==> config.mk <==
export PLATFORM = sky130hd
export DESIGN_NAME = pipeline_hazard_ctrl
export DESIGN_NICKNAME = d
export VERILOG_FILES = /design/src/rtl/pipeline_hazard_ctrl.sv
export SDC_FILE = /design/constraint.sdc
export NUM_CORES = 1
export LEC_CHECK = 0
export BUFFER_PORTS_ARGS = -buffer_cell sky130_fd_sc_hd__buf_2
export CAP_MARGIN = 20
export CELL_PAD_IN_SITES_DETAIL_PLACEMENT = 2
export CELL_PAD_IN_SITES_GLOBAL_PLACEMENT = 2
export CORE_MARGIN = 2
export CORE_UTILIZATION = 28
export CTS_BUF_LIST = sky130_fd_sc_hd__clkbuf_8
export DETAILED_ROUTE_END_ITERATION = 12
export PLACE_DENSITY = 0.94
export REMOVE_ABC_BUFFERS = 1
export SLEW_MARGIN = 25
export SYNTH_ARGS = -nofsm -noshare
export SYNTH_HDL_FRONTEND = slang
export SYNTH_SLANG_ARGS = --single-unit
==> constraint.sdc <==
create_clock -name clk -period 2.7 [get_ports clk]
set_input_delay 0.405 -clock clk [delete_from_list [all_inputs] [get_ports clk]]
set_output_delay 0.405 -clock clk [all_outputs]
set_load 0.01 [all_outputs]
==> src/rtl/pipeline_hazard_ctrl.sv <==
// Stall/flush sequencer for the pipelined MIPS32 core: load-use, taken-branch and mult/div hazards.
// Optional performance counters are built when HAZARD_PERF_EN is defined.
module pipeline_hazard_ctrl #(
  parameter int MULDIV_CYCLES = 4,
  parameter int REG_ADDR_W    = 5
) (
  input  logic                  clk,
  input  logic                  reset,
  input  logic [REG_ADDR_W-1:0] id_rs,
  input  logic [REG_ADDR_W-1:0] id_rt,
  input  logic                  id_uses_rt,
  input  logic                  id_muldiv_start,
  input  logic                  id_reads_hilo,
  input  logic                  ex_mem_read,
  input  logic [REG_ADDR_W-1:0] ex_rt,
  input  logic                  ex_branch_taken,
  output logic                  pc_write,
  output logic                  ifid_write,
  output logic                  ifid_flush,
  output logic                  idex_bubble,
  output logic                  muldiv_busy,
  output logic                  muldiv_done
`ifdef HAZARD_PERF_EN
  ,
  output logic [31:0]           perf_stall_cnt,
  output logic [31:0]           perf_flush_cnt
`endif
);

  typedef enum logic {RUN, BUSY} state_t;

  localparam logic [7:0] CNT_LOAD = 8'(MULDIV_CYCLES);

  state_t     state, state_nxt;
  logic [7:0] cnt, cnt_nxt;
  logic       lu_hazard, md_hazard, accept;

  // Register 0 is hard-wired to zero, so a load targeting it never creates a dependency.
  assign lu_hazard = ex_mem_read && (ex_rt != '0) &&
                     ((ex_rt == id_rs) || (id_uses_rt && (ex_rt == id_rt)));
  assign md_hazard = (state == BUSY) && (id_reads_hilo || id_muldiv_start);
  assign accept    = (state == RUN) && id_muldiv_start && !ex_branch_taken && !lu_hazard;

  assign muldiv_busy = (state == BUSY);
  assign muldiv_done = (state == BUSY) && (cnt == 8'd1);

  always_comb begin
    // NOTE: every output gets a default first so no path can infer a latch.
    pc_write    = 1'b1;
    ifid_write  = 1'b1;
    ifid_flush  = 1'b0;
    idex_bubble = 1'b0;
    if (!reset) begin
      pc_write    = 1'b0;
      ifid_write  = 1'b0;
      ifid_flush  = 1'b1;
      idex_bubble = 1'b1;
    end else if (ex_branch_taken) begin
      ifid_flush  = 1'b1;
      idex_bubble = 1'b1;
    end else if (lu_hazard || md_hazard) begin
      pc_write    = 1'b0;
      ifid_write  = 1'b0;
      idex_bubble = 1'b1;
    end
  end

  always_comb begin
    state_nxt = state;
    cnt_nxt   = cnt;
    unique case (state)
      RUN: begin
        if (accept) begin
          state_nxt = BUSY;
          cnt_nxt   = CNT_LOAD;
        end
      end
      BUSY: begin
        // An in-flight operation is never aborted by a front-end flush.
        cnt_nxt = cnt - 8'd1;
        if (cnt == 8'd1) state_nxt = RUN;
      end
      default: state_nxt = RUN;
    endcase
  end

  always_ff @(posedge clk or negedge reset) begin
    if (!reset) begin
      state <= RUN;
      cnt   <= '0;
    end else begin
      // NOTE: sequential state uses non-blocking assignments so all registers update together.
      state <= state_nxt;
      cnt   <= cnt_nxt;
    end
  end

`ifdef HAZARD_PERF_EN
  always_ff @(posedge clk or negedge reset) begin
    if (!reset) begin
      perf_stall_cnt <= '0;
      perf_flush_cnt <= '0;
    end else begin
      if (!pc_write && (perf_stall_cnt != 32'hFFFF_FFFF))
        perf_stall_cnt <= perf_stall_cnt + 32'd1;
      if (ifid_flush && (perf_flush_cnt != 32'hFFFF_FFFF))
        perf_flush_cnt <= perf_flush_cnt + 32'd1;
    end
  end
`endif

endmodule

After elaboration in Yosys (flattened, before gate mapping)
Cells that the tools add are included.
- bitwise gates (word level): 1
- reductions and logical operators: 14
- add/sub/neg operators: 1
- multiplexer cells: 13
- equal/unequal tests: 4
- operators by type and width (kind ; number):
    $pmux W8 S2 ; 1
    $eq A5 B5 Y1 ; 2
    $mux W1 ; 10
    $eq A8 B1 Y1 const B ; 1
    $logic_and A1 B1 Y1 ; 8
    $mux W8 ; 1
    $sub A8 B1 Y8 const B ; 1
    $reduce_bool A5 Y1 ; 1
    $logic_or A1 B1 Y1 ; 3
    $logic_not A1 Y1 ; 2
    $ne A2 B2 Y1 const B ; 1
    $pmux W1 S2 ; 1
    $not A1 Y1 ; 1
- register bits after elaboration: 9
- bits of input ports: 22
- logic and storage cells: 35
- output and inout bits: 6

Depth between registers and ports, before layout
Gate-level depths: netlist of the first run.
- depth in word-level cells: 8
- gate-level depth with buffers: 6
- depth with buffers taken out: 6

Least setup slack after synthesis of the first run
No wires, ideal clock.
- path type: input -> output
- start: input port ex_rt[1]
- end: output port pc_write
- stages on the path: 4
- path buffers: 1
- data required time: 2295 ps
- data arrival time: 1630 ps
- slack: 665 ps
- path through: or4_1 > o21a_2 > a31oi_1 > buf_4
- longest elaborated chain between the ends: 8
- elaborated cells on any way between the ends: 11
- classes of those cells: eq/ne (2); mux (3); reduce/logical (6)
- RTL lines (what ; line ; text):
    from (decl) ; 15 ; input logic [REG_ADDR_W-1:0] ex_rt,
    $eq A5 B5 Y1 ; 40 ; ((ex_rt == id_rs) || (id_uses_rt && (ex_rt == id_rt)));
    $logic_and A1 B1 Y1 ; 40 ;
    $logic_or A1 B1 Y1 ; 40 ;
    $logic_and A1 B1 Y1 (*) ; 39 ; assign lu_hazard = ex_mem_read && (ex_rt != '0) &&
    $logic_or A1 B1 Y1 (*) ; 61 ; end else if (lu_hazard || md_hazard) begin
    $mux W1 (*) (3 in a row) ; -- ;
    to (decl) ; 17 ; output logic pc_write,
Mark *: on every way between the ends. The rest lies on a longest branch, timed or not.

Worst setup path in the final report of the first run
- start: input port ex_rt[1]
- end: output port pc_write
- longest elaborated chain between the ends: 8
- elaborated cells on any way between the ends: 11
- classes of those cells: eq/ne (2); mux (3); reduce/logical (6)
- RTL lines (what ; line ; text):
    $eq A5 B5 Y1 ; 40 ;
    $logic_and A1 B1 Y1 ; 40 ;
    $logic_or A1 B1 Y1 ; 40 ;
    $logic_and A1 B1 Y1 (*) ; 39 ;
    $logic_or A1 B1 Y1 (*) ; 61 ;
    $mux W1 (*) ; 61 ;
    $mux W1 (*) ; 58 ; end else if (ex_branch_taken) begin
    $mux W1 (*) ; 53 ; if (!reset) begin
Marked as above.

==> results.cfg, run 1 <==
[timing]
finClkSkew_ns = 0.005590
fmax_mhz = 487.1
period_share_pct = 76.03
rsz0062_at_grt = no
slew_headroom_pct = 69.10
post-route-min-period_ns = 2.053
setup_viol = 0
tns_ns = 0
tightest_slew_ns = 0.4600
timing.final.ws_setup_ns = 0.6471
slew_viol_final = 0
hold_violations = 0

[placement]
dp_hpwl_um = 1447
io_buffers = 27
routabilityCongestion = 0.6971
post-place-ws_ns = 0.6421
dpl_cell_area_um2 = 797.0

[clocking]
clockBufferDepth = 2
insertion_delay_ns = 0.23
cts_resized = 0
post_cts_buffers = 0
cts_root_buf = clkbuf_8
cts_tree = built
htreeDepth = 1
cts_num_sinks = 9
numCtsBuffers = 3
clkTransAtPathRegs_ns = 0.05
cts-hold-fix-buffers = 0

[global_routing]
grt_max_degree = 14
grt.total_usage_pct = 16.03
grt_overflow = 0
first_global_vias = 729
antenna_found_initial = 0
grt_pass1_wl_um = 3111

[route]
first_pass_iters = 2
drt.antenna.violating_nets = 0
via_per_inst = 4.892
num_vias = 636
wl_per_cell_um = 13.90
drt_iter0_markers = 3
routed_wl_um = 1807
drc = 0

[layout]
final_cell_mix = 27 x buf_2, 13 x xnor2_1, 10 x nor2_1, 9 x dfrtp_1, 8 x nand2_1
utilization_pct = 38.44
area_growth_syn_to_layout_pct = 31.96
drive_above_1_share_pct = 31.37
layout_commonest_cell = buf_2
final_cell_area_um2 = 842.1
n_antenna_cell = 0
finalNetCount = 127

[setup_path]
worst_ep_arrival_time_ns = 1.65
crit_required_ns = 2.30
critPathMaxStageDelay_ns = 0.52
cp-start-kind = primary input
crit_path_cell_trace = buf_2, or4_1, o21a_2, a31oi_1, buf_2
criticalPathCategory = in -> out
cp_common_cell = buf_2
worstSetupEndpointType = output pin
timing.critical_path.buf_inv = 2
critPathMaxFanout = 3
cpMaxStageDelayCell = or4_1
worst-r2r-setup-slack_ns = 1.13
critical_path.top_delay_family = simple AND/OR/NAND/NOR gates

[floorplanning]
io_pins = 28
die_area_mm2 = 0.002677
start_util_pct = 29.13
fp.dieW_um = 51.74
placementRows = 17
dieHeight_um = 51.74
core-area_mm2 = 0.002191

[status]
status = finished clean

[synthesis]
synth-seq-area-share_pct = 35.29
yosys.cell_types.count = 27
syn_inst = 73
synthesis.area_um2 = 638.1
synth.avg_cell_area_um2 = 8.741
ys_warn_count = 0
ys_ff_latch = 9

[power]
ir_worst_vdd_uv = 382.4
power.total_w = 0.0007308
power.density_mw_per_mm2 = 867.8
p_leak_nw = 0.3790

[hold_path]
hold_class = in -> async

[flow_run]
maxCapViolCount = 0
==> routing by layer <==
layer	up-vias	global-route usage (%)	share of wire, %
li1	304	-	-
met1	305	14.95	40
met2	25	32.26	52
met3	2	4.885	7.4
met4	0	5.263	0.44
met5	-	0	0
==> cell families (layout without fill, tap and decap cells) <==
family | after synthesis | after routing | share of synthesized area, %
AO/OA/AOI/OAI | 11 | 11 | 13.14
XOR/XNOR | 15 | 15 | 20.59
adder cells (fa/ha/maj) | 2 | 2 | 3.921
buffers and inverters | 5 | 34 | 3.529
flip-flops | 9 | 9 | 35.29
AND/OR/NAND/NOR | 31 | 31 | 23.53
==> synthesized netlist by cell type <==
master / count / area (µm²)
xnor2_1: 13 / 113.9
a21oi_1: 1 / 5.000
nor3_1: 1 / 5.000
nand2b_1: 2 / 12.51
a21oi_4: 1 / 16.27
ha_1: 2 / 25.02
a31oi_1: 1 / 6.260
nand4_1: 2 / 12.51
nor2_1: 10 / 37.54
inv_1: 3 / 11.26
o21ai_0: 2 / 10.01
o31a_1: 1 / 8.760
nand2_1: 8 / 30.03
nor4_1: 2 / 12.51
or4_1: 1 / 7.510
o31ai_1: 2 / 15.01
or2_1: 1 / 6.260
o21a_2: 1 / 8.760
o21a_1: 1 / 7.510
dfrtp_1: 9 / 225.2
nand3b_1: 2 / 15.01
xor2_1: 2 / 17.52
buf_4: 1 / 7.510
o22ai_1: 1 / 6.260
nand3_1: 1 / 5.000
clkbuf_1: 1 / 3.750
and3_1: 1 / 6.260
==> worst paths after layout <==
kind / start / to / cells past startpoint
setup / recovery: ex_rt[1] / pc_write / 5
hold / removal: reset / cnt[3] / 1
setup reg to reg: muldiv_busy / cnt[7] / 5
hold reg to reg: cnt[7] / cnt[7] / 2
max in group asynchronous: reset / cnt[0] / 1
min in group clk: cnt[7] / cnt[7] / 2
==> final cells by class <==
| cell class | instances | area (µm²) |
|---|---|---|
| multi-input cells | 59 | 390.4 |
| flip-flops and latches | 9 | 225.2 |
| inverters | 3 | 11.26 |
| repair buffers | 27 | 135.1 |
| clock buffers | 3 | 41.29 |
| well taps | 28 | 35.03 |
| fillers | 257 | 1349 |
| clock inverters | 1 | 3.754 |
==> worst register-to-register path: cells and delay by family (launching register included) <==
family / cells / cell delay (ns)
AND/OR/NAND/NOR: 4 / 0.73
XOR/XNOR: 1 / 0.16
flip-flops: 1 / 0.56
==> registers in the layout (all words and copies together), names as in the netlist <==
| name | flops |
|---|---|
| muldiv_busy | 1 |
| cnt | 8 |
==> per-stage QoR <==
step                hold WS [ns]  cells
finish                   0.02923    130
CTS                      0.04149    130
global placement          0.2865    126
floorplan                 0.1094     71
global route             0.04485    130
detailed placement        0.2915    126
==> where the power goes <==
part / switching [W] / internal, W
sequential: 0.0000767 / 0.000199
combinational: 0.000151 / 0.000147
clock: 0.0000576 / 0.0000995
(Power assumes the default switching activity.)
==> run 2, diff against run 1 <==
- CORE_UTILIZATION: 28 -> 26
- PLACE_DENSITY: 0.94 -> 0.89
- clock period: 2.7 -> 2.1 ns (I/O delays scaled with it)
==> results.cfg, run 2 (synthesis gave the netlist of run 1 again) <==
[status]
status = finished clean

[layout]
final_cell_mix = 27 x buf_2, 13 x xnor2_1, 10 x nor2_1, 9 x dfrtp_1, 8 x nand2_1
n_antenna_cell = 0
layout_commonest_cell = buf_2
largest-register = cnt
finalNetCount = 128
drive_above_1_share_pct = 31.07
utilization_pct = 37.44
area_growth_syn_to_layout_pct = 33.53
final_cell_area_um2 = 852.1
largest_reg_flops = 8

[power]
ir_worst_vdd_uv = 515.3
p_comb_share_pct = 40.7
p_sw_w = 0.0003600
swShare_pct = 38.49
internal_power_w = 0.0005753
power.density_mw_per_mm2 = 1098
pwr-share-seq_pct = 37.9
power.share.clock_pct = 21.4
p_leak_nw = 0.3832

[placement]
dpl_cell_area_um2 = 797.0
routabilityCongestion = 0.7843
dp_hpwl_um = 1543
io_buffers = 27

[timing]
setup_viol = 0
period_share_pct = 89.78
slew_viol_final = 0
hold_violations = 0
rsz0062_at_grt = no
slew_headroom_pct = 71.94
finClkSkew_ns = 0.002003
tightest_slew_ns = 0.4209
tns_ns = 0
post-route-min-period_ns = 1.885
fmax_mhz = 530.4

[route]
num_vias = 615
routed_wl_um = 1843
wl_per_cell_um = 14.07
drc = 0
drt.antenna.violating_nets = 0
first_pass_iters = 4
via_per_inst = 4.695
drt_iter0_markers = 3

[floorplanning]
fp.dieW_um = 53.54
placementRows = 17
core-area_mm2 = 0.002276
io_pins = 28
start_util_pct = 28.04
dieHeight_um = 53.54
die_area_mm2 = 0.002867

[clocking]
htreeDepth = 1
numCtsBuffers = 3
insertion_delay_ns = 0.23
cts_root_buf = clkbuf_8
cts_num_sinks = 9
cts_resized = 0
clkTransAtPathRegs_ns = 0.05
clockBufferDepth = 2
cts_tree = built

[setup_path]
cp-start-kind = primary input
worst-r2r-setup-slack_ns = 0.58
r2r_end = muldiv_busy
worstSetupEndpointType = output pin
criticalPathCategory = in -> out
reg2reg_depth = 4
worstReg2RegStart = cnt[3]
critPathMaxFanout = 12
crit_required_ns = 1.78
worst_ep_arrival_time_ns = 1.57

[hold_path]
hold_class = in -> async

[global_routing]
antenna_found_initial = 0
met2_usage_pct = 27.98
grt_use_met1_pct = 19.10
grt.total_usage_pct = 16.03
met3_usage_pct = 3.333
first_global_vias = 709
grt_overflow = 0
grt_max_degree = 14
busiest_layer = met2
grt_pass1_wl_um = 3249

[flow_run]
maxCapViolCount = 0
[run 2: cell types whose count changed in the layout (fill, tap and decap cells not counted), sizes merged]
cell / change
dlygate4sd3: +1
[run 2: how the worst max path moves through the flow]
stage | start | end | slack, ns | cells after the start
finish | reset | ifid_write | 0.21 | 5
global route | reset | pc_write | 0.11 | 5
CTS | reset | ifid_write | 0.19 | 5
detailed placement | ex_rt[1] | ifid_write | 0.22 | 5
global placement | ex_rt[1] | ifid_write | 0.24 | 5
floorplan | ex_rt[1] | ifid_write | 0.32 | 3
[run 2: area by class of cell]
type / count / area, µm²
fillers: 266 / 1424
multi-input cells: 59 / 390.4
flip-flops and latches: 9 / 225.2
repair buffers: 28 / 145.1
clock buffers: 3 / 41.29
well taps: 28 / 35.03
inverters: 3 / 11.26
clock inverters: 1 / 3.754
[run 2: layer usage]
| layer | wire length (µm) | vias up |
|---|---|---|
| met5 | 0 | - |
| met1 | 799 | 298 |
| met3 | 71 | 2 |
| met2 | 963 | 9 |
| li1 | - | 306 |
| met4 | 8 | 0 |
[run 2: metrics by stage]
step | cells | hold WS, ns | worst slack [ns] | power (W)
5_1_grt | 131 | 0.4988 | 0.1061 | 0.001038
3_3_place_gp | 126 | 0.1989 | 0.2449 | 0.0007077
2_1_floorplan | 71 | 0.01941 | 0.3230 | 0.0006109
6_report | 131 | 0.4808 | 0.2147 | 0.0009353
3_5_place_dp | 126 | 0.2005 | 0.2238 | 0.0007426
4_1_cts | 131 | 0.4863 | 0.1883 | 0.0009593
[run 2: critical path, cell delays in order]
cell and delay [ns]:
dlygate4sd3_1 0.52, buf_2 0.26, o21ai_0 0.13, a31oi_1 0.18, buf_2 0.16
[run 2: power by group through the flow]
stage | Combinational [W] | Sequential [W] | Clock (W)
4_1_cts | 0.000392 | 0.000357 | 0.000210
5_1_grt | 0.000444 | 0.000376 | 0.000218
6_report | 0.000381 | 0.000354 | 0.000200
3_3_place_gp | 0.000358 | 0.000350 | 0
3_5_place_dp | 0.000385 | 0.000357 | 0
2_1_floorplan | 0.000276 | 0.000335 | 0
[run 2: what timing repair did]
item	CTS	global route
hold buffers	1	0
hold endpoints to repair	9	0
buffers inserted	0	0
